[src/rtl/fetch_pkg.sv]
// Shared types and constants for the instruction-fetch stage.
//   INST_W             : PC / instruction width carried in a queue entry
//   RESET_ADDR_DEFAULT : default first fetch address after reset
//   fe_entry_t         : fetch queue entry, {pc, inst}
package fetch_pkg;

  localparam int unsigned INST_W = 32;

  localparam logic [INST_W-1:0] RESET_ADDR_DEFAULT = 32'hbfc00000;

  typedef struct packed {
    logic [INST_W-1:0] pc;
    logic [INST_W-1:0] inst;
  } fe_entry_t;

endpackage

[src/rtl/fetch_queue_stage_fifo.sv]
// fetch_fifo: synchronous DEPTH-entry FIFO of fe_entry_t. Flush wins over push.
//   clk, reset : clock, synchronous active-high reset
//   push_i     : write wdata_i at the tail (ignored on flush)
//   pop_i      : drop the head (caller guarantees count_o != 0)
//   flush_i    : empty the queue and rewind both pointers
//   wdata_i    : entry to write
//   count_o    : occupancy, 0..DEPTH
//   head_o     : raw storage at the read pointer (caller masks when empty)
module fetch_fifo
  import fetch_pkg::*;
#(
  parameter int unsigned DEPTH = 2,
  localparam int unsigned PTR_W = $clog2(DEPTH),
  localparam int unsigned CNT_W = $clog2(DEPTH + 1)
) (
  input  logic             clk,
  input  logic             reset,
  input  logic             push_i,
  input  logic             pop_i,
  input  logic             flush_i,
  input  fe_entry_t        wdata_i,
  output logic [CNT_W-1:0] count_o,
  output fe_entry_t        head_o
);

  fe_entry_t        mem_q [DEPTH];
  logic [PTR_W-1:0] rptr_q, rptr_d;
  logic [PTR_W-1:0] wptr_q, wptr_d;
  logic [CNT_W-1:0] count_q, count_d;

  // Pointer/count next state; pointers wrap naturally since DEPTH is a power of two.
  always_comb begin
    rptr_d  = rptr_q;
    wptr_d  = wptr_q;
    count_d = count_q;
    if (flush_i) begin
      rptr_d  = '0;
      wptr_d  = '0;
      count_d = '0;
    end else begin
      if (push_i) wptr_d = wptr_q + PTR_W'(1);
      if (pop_i)  rptr_d = rptr_q + PTR_W'(1);
      case ({push_i, pop_i})
        2'b10:   count_d = count_q + CNT_W'(1);
        2'b01:   count_d = count_q - CNT_W'(1);
        default: count_d = count_q;
      endcase
    end
  end

  always_ff @(posedge clk) begin
    if (reset) begin
      rptr_q  <= '0;
      wptr_q  <= '0;
      count_q <= '0;
    end else begin
      rptr_q  <= rptr_d;
      wptr_q  <= wptr_d;
      count_q <= count_d;
    end
  end

  // Storage needs no reset: an empty queue never exposes it.
  always_ff @(posedge clk) begin
    if (!reset && push_i && !flush_i) begin
      mem_q[wptr_q] <= wdata_i;
    end
  end

  assign count_o = count_q;
  assign head_o  = mem_q[rptr_q];

endmodule

[src/rtl/fetch_queue_stage.sv]
// Instruction-fetch stage: PC generator, synchronous SRAM request port and a
// DEPTH-entry fetch queue presenting {pc, inst} to decode under valid/ready.
//   clk, reset       : clock, synchronous active-high reset
//   inst_sram_en     : read request this cycle
//   inst_sram_addr   : read address (data returns one cycle later)
//   inst_sram_rdata  : read data for the previous cycle's request
//   br_valid         : redirect; flushes queue and in-flight fetch
//   br_target        : redirect address (word aligned)
//   fe_valid/fe_pc/fe_inst : queue head to decode (zeroed when not valid)
//   de_ready         : decode accepts the head
module fetch_queue_stage
  import fetch_pkg::*;
#(
  parameter int unsigned     XLEN       = 32,
  parameter logic [XLEN-1:0] RESET_ADDR = XLEN'(RESET_ADDR_DEFAULT),
  parameter int unsigned     DEPTH      = 2
) (
  input  logic            clk,
  input  logic            reset,
  output logic            inst_sram_en,
  output logic [XLEN-1:0] inst_sram_addr,
  input  logic [XLEN-1:0] inst_sram_rdata,
  input  logic            br_valid,
  input  logic [XLEN-1:0] br_target,
  output logic            fe_valid,
  output logic [XLEN-1:0] fe_pc,
  output logic [XLEN-1:0] fe_inst,
  input  logic            de_ready
);

  localparam int unsigned CNT_W = $clog2(DEPTH + 1);
  localparam int unsigned OCC_W = CNT_W + 1;

  logic [XLEN-1:0]  pc_req_q, pc_req_d;
  logic [XLEN-1:0]  req_addr_q, req_addr_d;
  logic             inflight_q, inflight_d;
  logic [CNT_W-1:0] count;
  logic [OCC_W-1:0] occupancy;
  logic             push;
  logic             pop;
  fe_entry_t        head;
  fe_entry_t        wdata;

  assign fe_valid = (count != '0);
  assign pop      = fe_valid & de_ready;
  assign push     = inflight_q & ~br_valid;

  // Slots already committed after this cycle's pop; issuing only below DEPTH
  // guarantees every in-flight response has a free entry.
  assign occupancy = OCC_W'(count) + OCC_W'(inflight_q) - OCC_W'(pop);

  assign inst_sram_en   = ~reset & (br_valid | (occupancy < OCC_W'(DEPTH)));
  assign inst_sram_addr = reset    ? RESET_ADDR :
                          br_valid ? br_target  : pc_req_q;

  // PC generator and in-flight tracking.
  always_comb begin
    pc_req_d   = pc_req_q;
    req_addr_d = req_addr_q;
    inflight_d = inst_sram_en;
    if (inst_sram_en) begin
      pc_req_d   = inst_sram_addr + XLEN'(4);
      req_addr_d = inst_sram_addr;
    end
  end

  always_ff @(posedge clk) begin
    if (reset) begin
      pc_req_q   <= RESET_ADDR;
      req_addr_q <= RESET_ADDR;
      inflight_q <= 1'b0;
    end else begin
      pc_req_q   <= pc_req_d;
      req_addr_q <= req_addr_d;
      inflight_q <= inflight_d;
    end
  end

  assign wdata.pc   = INST_W'(req_addr_q);
  assign wdata.inst = INST_W'(inst_sram_rdata);

  fetch_fifo #(
    .DEPTH (DEPTH)
  ) u_fifo (
    .clk     (clk),
    .reset   (reset),
    .push_i  (push),
    .pop_i   (pop),
    .flush_i (br_valid),
    .wdata_i (wdata),
    .count_o (count),
    .head_o  (head)
  );

  assign fe_pc   = fe_valid ? XLEN'(head.pc)   : '0;
  assign fe_inst = fe_valid ? XLEN'(head.inst) : '0;

endmodule

[config.mk]
export PLATFORM = sky130hd
export DESIGN_NAME = fetch_queue_stage
export DESIGN_NICKNAME = d
export VERILOG_FILES = /design/src/rtl/fetch_pkg.sv /design/src/rtl/fetch_queue_stage_fifo.sv /design/src/rtl/fetch_queue_stage.sv
export SDC_FILE = /design/constraint.sdc
export NUM_CORES = 1
export LEC_CHECK = 0
export CORE_MARGIN = 2
export CORE_UTILIZATION = 40
export DETAILED_ROUTE_END_ITERATION = 8
export MAX_ROUTING_LAYER = met4
export PLACE_DENSITY_LB_ADDON = 0.12
export RECOVER_POWER = 25
export SKIP_LAST_GASP = 1
export SLEW_MARGIN = 20
export SYNTH_ARGS = -nofsm -noshare
export SYNTH_HDL_FRONTEND = slang
export SYNTH_SLANG_ARGS = --single-unit
[constraint.sdc]
create_clock -name clk -period 8.6 [get_ports clk]
set_input_delay 1.72 -clock clk [delete_from_list [all_inputs] [get_ports clk]]
set_output_delay 1.72 -clock clk [all_outputs]
set_load 0.01 [all_outputs]
==> impl_metrics.yaml <==
place:
  place_area_sq_um: 10600
  place.gp.congestion: 0.820
  dp_cells: 1167
  dpl.hpwl_mm: 13.5
  io_buffers: 165
clock_network:
  cts_setup_buffers: 0
  cts_buffer_depth: 2
  cts_root_buf: "clkbuf_16"
  ctsResizeCount: 0
  clock_sinks: 196
  cts_tree: "built"
  clk_latency_ps: 440
  ctsHoldBuffers: 0
  cts_max_level: 4
  clk_pin_slew_ps: 60
  cts_buffers: 17
die:
  die_h_um: 152
  die_area_sq_um: 23000
  die_x_um: 152
  start_util_pct: 40.4
  row_count: 54
  io_pins: 166
  coreArea_sq_um: 21600
critical_path:
  end_kind: "output port"
  cp-start-kind: "input pin"
  crit_fanout: 35
  worstSetupPathType: "in -> out"
  cp_common_cell: "clkdlybuf4s50_1"
  critPathArrivalTime_ps: 4600
  r2r_end: "pc_req_q[20]$_SDFFE_PP0P_"
  cp_slowest_stage_delay_ps: 540
  reg2reg_depth: 14
  crit_family: "buffers and inverters"
  cp.required_ps: 6880
  critPathBufInv: 3
  cpMaxStageDelayCell: "clkdlybuf4s50_1"
  reg2reg_from: "u_fifo.count_o[0]$_SDFFE_PP0P_"
  cp_cell_sequence: "clkdlybuf4s50_1 -> and2_1 -> ha_1 -> nand2b_1 -> fa_1 -> xnor2_1 -> a21oi_2 -> buf_4 -> nor2_1 -> clkdlybuf4s50_1"
  r2r_slack_ps: 3980
timing:
  report.final.slew_viol_count: 0
  rsz0062_at_grt: "no"
  holdWs_ps: 453
  final_hold_viol_count: 0
  final-setup-viol-count: 0
  finalCriticalPeriod_ps: 6320
  tns_ps: 0
  slew_headroom_pct: 39.0
  skew_ps: 21.2
  worst_pin_slew_ps: 915
  min_period_over_period_pct: 73.4
  fmaxAchievable_mhz: 158
pwr:
  combPwrFrac_pct: 11.7
  power_density_nw_per_um2: 183
  switching_share_pct: 25.0
  p_leak_nw: 3.80
  internal_power_mw: 1.53
  power_frac_seq_pct: 52.6
  switching_power_mw: 0.509
  power_mw: 2.04
  p_clk_share_pct: 35.7
  peakVddDrop_uv: 131
run:
  max-cap-violations: 0
status:
  status: "completed"
finish:
  nNetsFinal: 978
  final_layout_size_suffix_gt1_share_pct: 7.07
  finalNonFillerCells: 1199
  multi_input_area_sq_um: 3320
  fill_cells: 1928
  design_area_sq_um: 11100
  areaGrowthSynthToFinish_pct: 27.6
  diodes: 0
  regArea_sq_um: 5210
route:
  wl_mm: 20.5
  vias: 6122
  viasPerCell: 5.11
  dr.pass1.iters: 5
  drc_errors: 0
  wire_per_inst_um: 17.1
  drt_iter0_markers: 383
  ant_nets: 0
logic_synthesis:
  syn_area_per_cell_sq_um: 11.5
  synth_fa_ha_area_share_pct: 0.659
  synthMuxAreaShare_pct: 11.7
  ys_async_sr_fraction_pct: 0
  synthSimpleGateAreaFrac_pct: 16.8
  ys_types: 56
  ys.flop_type: "edfxtp_1"
  synth_fp_nets: 831
  synth-edff-count: 128
  netlist_instances: 759
  synth_top_area_share_pct: 44.0
  synth-xor-area-share_pct: 2.71
  yosys_register_bits: 196
  ys_warn_count: 0
  synth_top_family_by_area: "simple AND/OR/NAND/NOR gates"
  yosysTopAreaCell: "edfxtp_1"
  yosysSeqAreaShare_pct: 59.6
  synth_area_leaders: "edfxtp_1 (44%), dfxtp_1 (16%), mux2i_1 (11%)"
  syn_area_sq_um: 8730
  synth_compound_area_share_pct: 5.93
min_path:
  min_path_type: "reg -> reg"
  hold_depth: 0
  min_from: "req_addr_q[30]$_SDFFE_PP0P_"
  min_to: "u_fifo.mem_q[1][62]$_DFFE_PP_"
global_routing:
  grt_remaining_overflow: 0
  antenna_found_initial: 0
  grt_pass1_wl_mm: 31.8
  grt_max_degree: 66
  grt_pass1_vias: 5777
  grt.total_usage_pct: 18.7
## layout by cell type, fill, tap and decap left out, drive strengths merged, types with 10 or more instances in the layout
cell	n
mux2i	99
nand4	13
dfxtp	68
o21ai	19
clkdlybuf4s50	142
nor3	14
xor2	14
xnor2	13
inv	10
nor2	127
dlygate4sd3	21
clkbuf	20
buf	11
a211oi	20
nand2	80
edfxtp	128
nand3	37
a21oi	12
nand3b	10
## state kept, by name, indices dropped and copies added, names as in the netlist, named ones only
register	cells
u_fifo.rptr_q	1
req_addr_q	30
u_fifo.wptr_q	1
u_fifo.mem_q	128
u_fifo.count_o	2
inflight_q	1
pc_req_q	32
## layout make-up
cell class / count / share of cell area [%]
repair buffers: 174 / 15.3
inverters: 5 / 0.168
well taps: 280 / 3.14
flip-flops and latches: 196 / 46.7
clock buffers: 20 / 3.92
multi-input cells: 512 / 29.8
clock inverters: 12 / 0.864
## logic make-up after synthesis
family / after synthesis
fa+ha+maj: 4
simple gates: 306
xor+xnor: 27
buf+inv: 51
flops: 196
mux: 102
compound gates: 73
## synthesized netlist by cell type, types with 4 or more instances
cell / number
a211oi_1: 16
a21oi_1: 12
a311oi_1: 4
buf_1: 10
buf_2: 6
clkbuf_1: 26
dfxtp_1: 68
edfxtp_1: 128
inv_1: 5
mux2i_1: 99
nand2_1: 80
nand2b_1: 4
nand3_1: 34
nand3b_1: 8
nand4_1: 11
nor2_1: 127
nor3_1: 14
o21ai_0: 16
xnor2_1: 13
xor2_1: 14
## how the worst max path moves through the flow
stage                        start                           end  cells past startpoint
after floorplan              reset  u_fifo.mem_q[0][0]$_DFFE_PP_                      5
after global placement    de_ready                  inst_sram_en                     10
after detailed placement  de_ready                  inst_sram_en                     10
after CTS                 de_ready                  inst_sram_en                     10
after global routing      de_ready                  inst_sram_en                     10
final                     de_ready                  inst_sram_en                     10
## layer usage
metal / up-vias / share of wire [%] / global-route usage, %
li1: 3027 / - / -
met1: 2889 / 48 / 25.9
met2: 185 / 45 / 28.3
met3: 21 / 6.0 / 3.47
met4: 0 / 1.6 / 5.42
met5: - / 0 / -
## metrics by stage
stage | setup slack [ps] | util (%)
finish | 2280 | 51.5
global route | 2050 | 51.5
CTS | 2260 | 51.5
detailed placement | 2270 | 49.1
global placement | 2310 | 49.1
floorplan | 3140 | -
## power groups by stage
stage	Sequential, mW	Clock [mW]	Combinational [mW]
finish	1.07	0.728	0.239
global placement	1.09	0	0.241
global route	1.07	0.782	0.262
floorplan	1.08	0	0.133
detailed placement	1.09	0	0.242
CTS	1.07	0.745	0.243
(Power assumes the default switching activity.)
